`src/rtl/tpu_pkg.sv`:
```
// Shared types and constants for the TPU front end (input staging, array edge).
package tpu_pkg;

  localparam int unsigned DEF_DATA_WIDTH = 16;
  localparam int unsigned DRAIN_CYCLES   = 2;

  typedef enum logic [1:0] {
    IDLE  = 2'd0,
    RUN   = 2'd1,
    DRAIN = 2'd2
  } stager_state_t;

endpackage

```
`src/rtl/input_stager_lane.sv`:
```
// One row of the stager: delays the pop strobe, captures the returned word
// and flags a pop that came back without valid data.
module input_stager_lane
  import tpu_pkg::*;
#(
  parameter int unsigned DATA_WIDTH = DEF_DATA_WIDTH
) (
  input  logic                  clk,
  input  logic                  rst,
  input  logic                  pop_i,
  input  logic                  acc_valid_i,
  input  logic [DATA_WIDTH-1:0] acc_data_i,
  output logic                  sys_valid_o,
  output logic [DATA_WIDTH-1:0] sys_data_o,
  output logic                  underflow_c_o
);

  logic                  pop_d1_q;
  logic                  capture_c;
  logic                  sys_valid_q;
  logic [DATA_WIDTH-1:0] sys_data_q;
  logic [DATA_WIDTH-1:0] sys_data_d;

  // Word is expected exactly one cycle after the pop; anything else is ignored.
  assign capture_c  = pop_d1_q & acc_valid_i;
  assign sys_data_d = capture_c ? acc_data_i : '0;

  always_ff @(posedge clk) begin
    if (rst) begin
      pop_d1_q    <= 1'b0;
      sys_valid_q <= 1'b0;
      sys_data_q  <= '0;
    end else begin
      pop_d1_q    <= pop_i;
      sys_valid_q <= capture_c;
      sys_data_q  <= sys_data_d;
    end
  end

  assign sys_valid_o   = sys_valid_q;
  assign sys_data_o    = sys_data_q;
  assign underflow_c_o = pop_d1_q & ~acc_valid_i;

endmodule

```
`src/rtl/input_stager.sv`:
```
// Skewed dequeue sequencer feeding the west edge of the systolic array.
// Optional stall input enabled by defining INPUT_STAGER_STALL_EN.
module input_stager
  import tpu_pkg::*;
#(
  parameter int unsigned ROWS       = 2,
  parameter int unsigned DATA_WIDTH = DEF_DATA_WIDTH,
  parameter int unsigned LEN_WIDTH  = 8
) (
  input  logic                           clk,
  input  logic                           rst,
  input  logic                           start,
  input  logic [LEN_WIDTH-1:0]           len,
`ifdef INPUT_STAGER_STALL_EN
  input  logic                           stall,
`endif
  output logic                           busy,
  output logic                           done,
  output logic                           underflow,
  output logic [ROWS-1:0]                pop_out,
  input  logic [ROWS-1:0]                acc_valid_in,
  input  logic [ROWS-1:0][DATA_WIDTH-1:0] acc_data_in,
  output logic [ROWS-1:0]                sys_valid_out,
  output logic [ROWS-1:0][DATA_WIDTH-1:0] sys_data_out
);

  localparam int unsigned CYC_WIDTH = LEN_WIDTH + $clog2(ROWS) + 1;

  stager_state_t          state_q, state_d;
  logic [LEN_WIDTH-1:0]   len_q, len_d;
  logic [CYC_WIDTH-1:0]   cyc_q, cyc_d;
  logic [CYC_WIDTH-1:0]   last_cyc_c;
  logic [ROWS-1:0]        pop_q, pop_d;
  logic                   busy_q, busy_d;
  logic                   done_q, done_d;
  logic                   underflow_q, underflow_d;
  logic [ROWS-1:0]        lane_uf_c;
  logic                   stall_run_c;

  // Row r pops while the wavefront index sits in [r, r+n).
  function automatic logic [ROWS-1:0] pop_pattern(input logic [CYC_WIDTH-1:0] cyc,
                                                  input logic [LEN_WIDTH-1:0] n);
    logic [ROWS-1:0] pat;
    pat = '0;
    for (int unsigned r = 0; r < ROWS; r++) begin
      pat[r] = (cyc >= CYC_WIDTH'(r)) && (cyc < CYC_WIDTH'(r) + CYC_WIDTH'(n));
    end
    return pat;
  endfunction

`ifdef INPUT_STAGER_STALL_EN
  assign stall_run_c = stall && (state_q == RUN);
`else
  assign stall_run_c = 1'b0;
`endif

  assign last_cyc_c = CYC_WIDTH'(len_q) + CYC_WIDTH'(ROWS) - CYC_WIDTH'(2);

  always_comb begin
    state_d     = state_q;
    len_d       = len_q;
    cyc_d       = cyc_q;
    pop_d       = pop_q;
    done_d      = 1'b0;
    underflow_d = underflow_q | (|lane_uf_c);
    case (state_q)
      IDLE: begin
        if (start) begin
          if (len != '0) begin
            state_d     = RUN;
            len_d       = len;
            cyc_d       = '0;
            pop_d       = pop_pattern('0, len);
            underflow_d = |lane_uf_c;
          end else begin
            done_d = 1'b1;
          end
        end
      end
      RUN: begin
        // A stalled cycle holds the counter and pop pattern for all rows at once.
        if (!stall_run_c) begin
          if (cyc_q == last_cyc_c) begin
            state_d = DRAIN;
            cyc_d   = '0;
            pop_d   = '0;
          end else begin
            cyc_d = cyc_q + CYC_WIDTH'(1);
            pop_d = pop_pattern(cyc_q + CYC_WIDTH'(1), len_q);
          end
        end
      end
      DRAIN: begin
        if (cyc_q == CYC_WIDTH'(DRAIN_CYCLES - 1)) begin
          state_d = IDLE;
          cyc_d   = '0;
          done_d  = 1'b1;
        end else begin
          cyc_d = cyc_q + CYC_WIDTH'(1);
        end
      end
      default: begin
        state_d = IDLE;
        pop_d   = '0;
      end
    endcase
    busy_d = (state_d != IDLE);
  end

  always_ff @(posedge clk) begin
    if (rst) begin
      state_q     <= IDLE;
      len_q       <= '0;
      cyc_q       <= '0;
      pop_q       <= '0;
      busy_q      <= 1'b0;
      done_q      <= 1'b0;
      underflow_q <= 1'b0;
    end else begin
      state_q     <= state_d;
      len_q       <= len_d;
      cyc_q       <= cyc_d;
      pop_q       <= pop_d;
      busy_q      <= busy_d;
      done_q      <= done_d;
      underflow_q <= underflow_d;
    end
  end

  assign pop_out   = pop_q & ~{ROWS{stall_run_c}};
  assign busy      = busy_q;
  assign done      = done_q;
  assign underflow = underflow_q;

  for (genvar gi = 0; gi < ROWS; gi++) begin : g_lane
    input_stager_lane #(
      .DATA_WIDTH(DATA_WIDTH)
    ) u_lane (
      .clk          (clk),
      .rst          (rst),
      .pop_i        (pop_out[gi]),
      .acc_valid_i  (acc_valid_in[gi]),
      .acc_data_i   (acc_data_in[gi]),
      .sys_valid_o  (sys_valid_out[gi]),
      .sys_data_o   (sys_data_out[gi]),
      .underflow_c_o(lane_uf_c[gi])
    );
  end

endmodule

```
`config.mk`:
```
export PLATFORM = sky130hd
export DESIGN_NAME = input_stager
export DESIGN_NICKNAME = d
export VERILOG_FILES = /design/src/rtl/tpu_pkg.sv /design/src/rtl/input_stager_lane.sv /design/src/rtl/input_stager.sv
export SDC_FILE = /design/constraint.sdc
export NUM_CORES = 1
export LEC_CHECK = 0
export ABC_AREA = 1
export CORE_MARGIN = 1
export CORE_UTILIZATION = 45
export DETAILED_ROUTE_END_ITERATION = 16
export GPL_TIMING_DRIVEN = 0
export PLACE_DENSITY_LB_ADDON = 0.1
export SKIP_LAST_GASP = 1
export SLEW_MARGIN = 40
export SYNTH_ARGS = -nofsm -noshare
export SYNTH_HDL_FRONTEND = slang
export SYNTH_SLANG_ARGS = --single-unit
```
`constraint.sdc`:
```
create_clock -name clk -period 5.5 [get_ports clk]
set_clock_uncertainty 0.05 [all_clocks]
set_input_delay 1.1 -clock clk [delete_from_list [all_inputs] [get_ports clk]]
set_output_delay 1.1 -clock clk [all_outputs]
set_load 0.05 [all_outputs]
```
==> impl_results.md, run 1 <==
* Status: complete, no violations
* Die height at 83.7 um
* Post-synth net total at 469
* Antenna violations before repair at 0
* Full die area at around 7000 sq um
* Vias at 2663
* Post-synthesis compound-gate area fraction at under 10%
* Most used DFF post-synth: dfxtp_1
* Die W at roughly 84 um
* Post-route cell area at 4130 sq um
* Max-slew violation total from the final report at 0
* WL met1 at approximately 2.9 mm
* Worst Setup Path Type: reg2out
* Fin Setup TNS at 0 ns
* Area of the multi-input gates at 1400 sq um
* Simple-Gate Fraction of Synth Area at 23.2%
* CTS Buffer Depth at 2
* PnR worst setup slack at 2.77 ns
* First-pass GRT wire length at ~11 mm
* Post-CTS resize count at 0
* H-tree depth at 3
* # Max-Cap Violations at 0
* Syn Inst Count at 400
* WL met3 at 431 um
* CP required at 4.35 ns
* CP arrival at around 1.6 ns
* Drt drc at 0
* Site Rows at 29
* Final setup viols at 0
* Mux contribution to synthesized area at 0%
* Routed length per instance at roughly 11 um
* DPL Wire Length at 4.82 mm
* Setup Buffers After CTS at 0
* FILL cells at 573
* Layout cells sized above 1 at roughly 7.8%
* Num CTS Buffers at 9
* Nets at between 500 and 600
* Slew margin rel. at about two thirds
* Post-synth EDFFs at 0
* Largest family of logic cells by synthesized area: simple AND/OR/NAND/NOR gates
* Seq/Total Area, Yosys at 40.7%
* Post-layout power at roughly 1.1 mW
* Finished Core Util at 64.6%
* Clock Latency Late Sink at around 0.34 ns
* Count leader, synth: inv_1
* Crit path capture type: output port
* Core area at approximately 6400 sq um
* CTS sink cnt at 61
* Leakage power at 1.99 nW
* Adder-Cell Fraction of Synth Area at 10.0%
* 1st-pass router iterations at 4
* Initial Utilization at 47.0%
* FF/Latch Area at ~1200 sq um
* CTS tree: yes
* Top post-synthesis cells by area: dfxtp_1 (41%), ha_1 (10%), inv_1 (9.8%)
* Warnings from Yosys at 0
* Post-synth top area share at 40.7%
* Synthesized area at 3000 sq um
* PortBufs at 83
* CTS clk-pin slew, worst paths at 0.07 ns
* P&R area growth vs syn at 37.5%
* Boundary Pins at 84
* Min-Delay Path Class: reg2reg
* DRT iter0 DRCs at 129
* Measured slew at the worst slew-check pin at slightly above 0.5 ns
* Peak VDD IR at 0.161 mV
* Diodes inserted at 0
* Fmax at roughly 0.37 GHz
* Synthesized area per cell at 7.50 sq um
* DP Area at 3930 sq um
* Commonest cells post-synth: inv_1 (78), dfxtp_1 (61), nand2_1 (60), nor2_1 (59)
* Routed Antenna Nets at 0
* Synth cell types at 31
* Total track usage at ~19%
* GP Congestion at roughly 0.84
* Synth async-reset ratio at 0%
* RSZ-0062 raised after global routing: false
* Post-CTS Hold Buffers at 0
* Via/cell ratio at 4.62
* Met2 WL at 2.86 mm
* Root Buffer: clkbuf_8
* Clock period minus worst slack at 2.73 ns
* FF+latch count, synth at around 60
* Final Hold Vio Count at 0
* R2r setup slk at around 3.2 ns
* Setup crit start kind: flip-flop
* Total Wirelength at 6.28 mm
* Part of the cycle the worst path needs at 49.6%
* Largest fanout on the critical path at 2
* Xor/xnor share of the synthesized area at 5.88%
* Uppermost layer routed: met4
* Largest net degree at the start of global routing at 13
* Vias in the first global route at 2484
* Pre-CTS WS at 2.54 ns
* GRT Residual Overflow at 0
* Largest area contributor in the netlist: dfxtp_1
* Power per cell area at 255 nW/um^2
==> final timing paths <==
kind                                 from                              endpoint  depth (start not counted)
hold reg to reg   pop_out[0]$_SDFFE_PP0P_  g_lane[0].u_lane.pop_d1_q$_SDFF_PP0_                          2
setup reg to reg    cyc_q[0]$_SDFFE_PP0P_               pop_out[1]$_SDFFE_PP0P_                         15
hold / removal    pop_out[0]$_SDFFE_PP0P_  g_lane[0].u_lane.pop_d1_q$_SDFF_PP0_                          2
setup / recovery  pop_out[1]$_SDFFE_PP0P_                            pop_out[1]                          2
==> critical path: stages (launching register included) <==
cell             delay (ns)
dfxtp_1                0.34
buf_4                  0.10
clkdlybuf4s50_1        0.80
==> cell families after synthesis <==
group / count (synthesis)
AOI/OAI and AO/OA: 42
and+or+nand+nor: 160
buffers and inverters: 95
adders and majority gates: 24
xor gates and xnor gates: 18
DFF: 61
==> power by group <==
part	internal (mW)	switching [mW]	total (mW)
combinational	0.0803	0.105	0.186
clock	0.210	0.187	0.397
sequential	0.457	0.0116	0.469
==> state kept, by name (all words and copies together) (netlist names) <==
| signal | cells |
|---|---|
| g_lane.u_lane.pop_d1_q | 2 |
| g_lane.u_lane.sys_data_o | 32 |
| g_lane.u_lane.sys_valid_o | 2 |
| underflow | 1 |
| busy | 1 |
| pop_out | 2 |
| state_q | 2 |
| cyc_q | 10 |
| done | 1 |
| len_q | 8 |
==> routing by layer <==
| metal | GRT usage, % | vias up |
|---|---|---|
| met5 | 0 | - |
| met4 | 9.71 | 0 |
| met3 | 4.75 | 6 |
| met2 | 31.9 | 81 |
| met1 | 23.0 | 1170 |
| li1 | - | 1406 |
==> layout make-up <==
class                      instances  share of cell area [%]
buffer                            14                    1.79
clock buffer                       9                    3.00
clock inverter                     7                    1.82
inverter                          81                    7.37
multi-input combinational        244                    34.0
sequential                        61                    29.6
tap                               77                    2.33
timing repair buffer              83                    20.1
==> layout by cell type, fill, tap and decap left out, types with 3 or more instances in the layout <==
cell / instances
nor3_1: 4
nand2_2: 4
clkdlybuf4s50_1: 83
nand3_1: 21
nor2_1: 59
ha_1: 24
dfxtp_1: 61
buf_2: 4
clkbuf_8: 9
inv_2: 3
o21ai_0: 10
nand4_1: 5
nand2_1: 60
clkbuf_1: 5
a21oi_1: 24
buf_4: 4
clkinvlp_4: 3
o21a_1: 4
xor2_1: 16
inv_1: 78
==> stage by stage <==
step | instances | hold WS [ns]
floorplan | 400 | 0.365
global placement | 560 | 0.377
detailed placement | 560 | 0.378
CTS | 576 | 0.391
global route | 576 | 0.420
finish | 576 | 0.387
(Power assumes the default switching activity.)
==> run 2: changes to the inputs <==
- clock period: 5.5 -> 2.7 ns (I/O delays scaled with it)
==> results of run 2 <==
Same layout as run 1 (identical final DEF). Status: complete, no violations.
Main changes from that run: setup slack after placement 2.54 ns -> 0.301 ns; setup slack after layout 2.77 ns -> 0.401 ns; start point of the critical path pop_out[1]$_SDFFE_PP0P_ -> cyc_q[0]$_SDFFE_PP0P_; end point of the critical path pop_out[1] -> pop_out[1]$_SDFFE_PP0P_; register-to-register setup slack 3.20 ns -> 0.40 ns; total power 1.05 mW -> 2.14 mW; worst IR drop on VDD 0.161 mV -> 0.327 mV
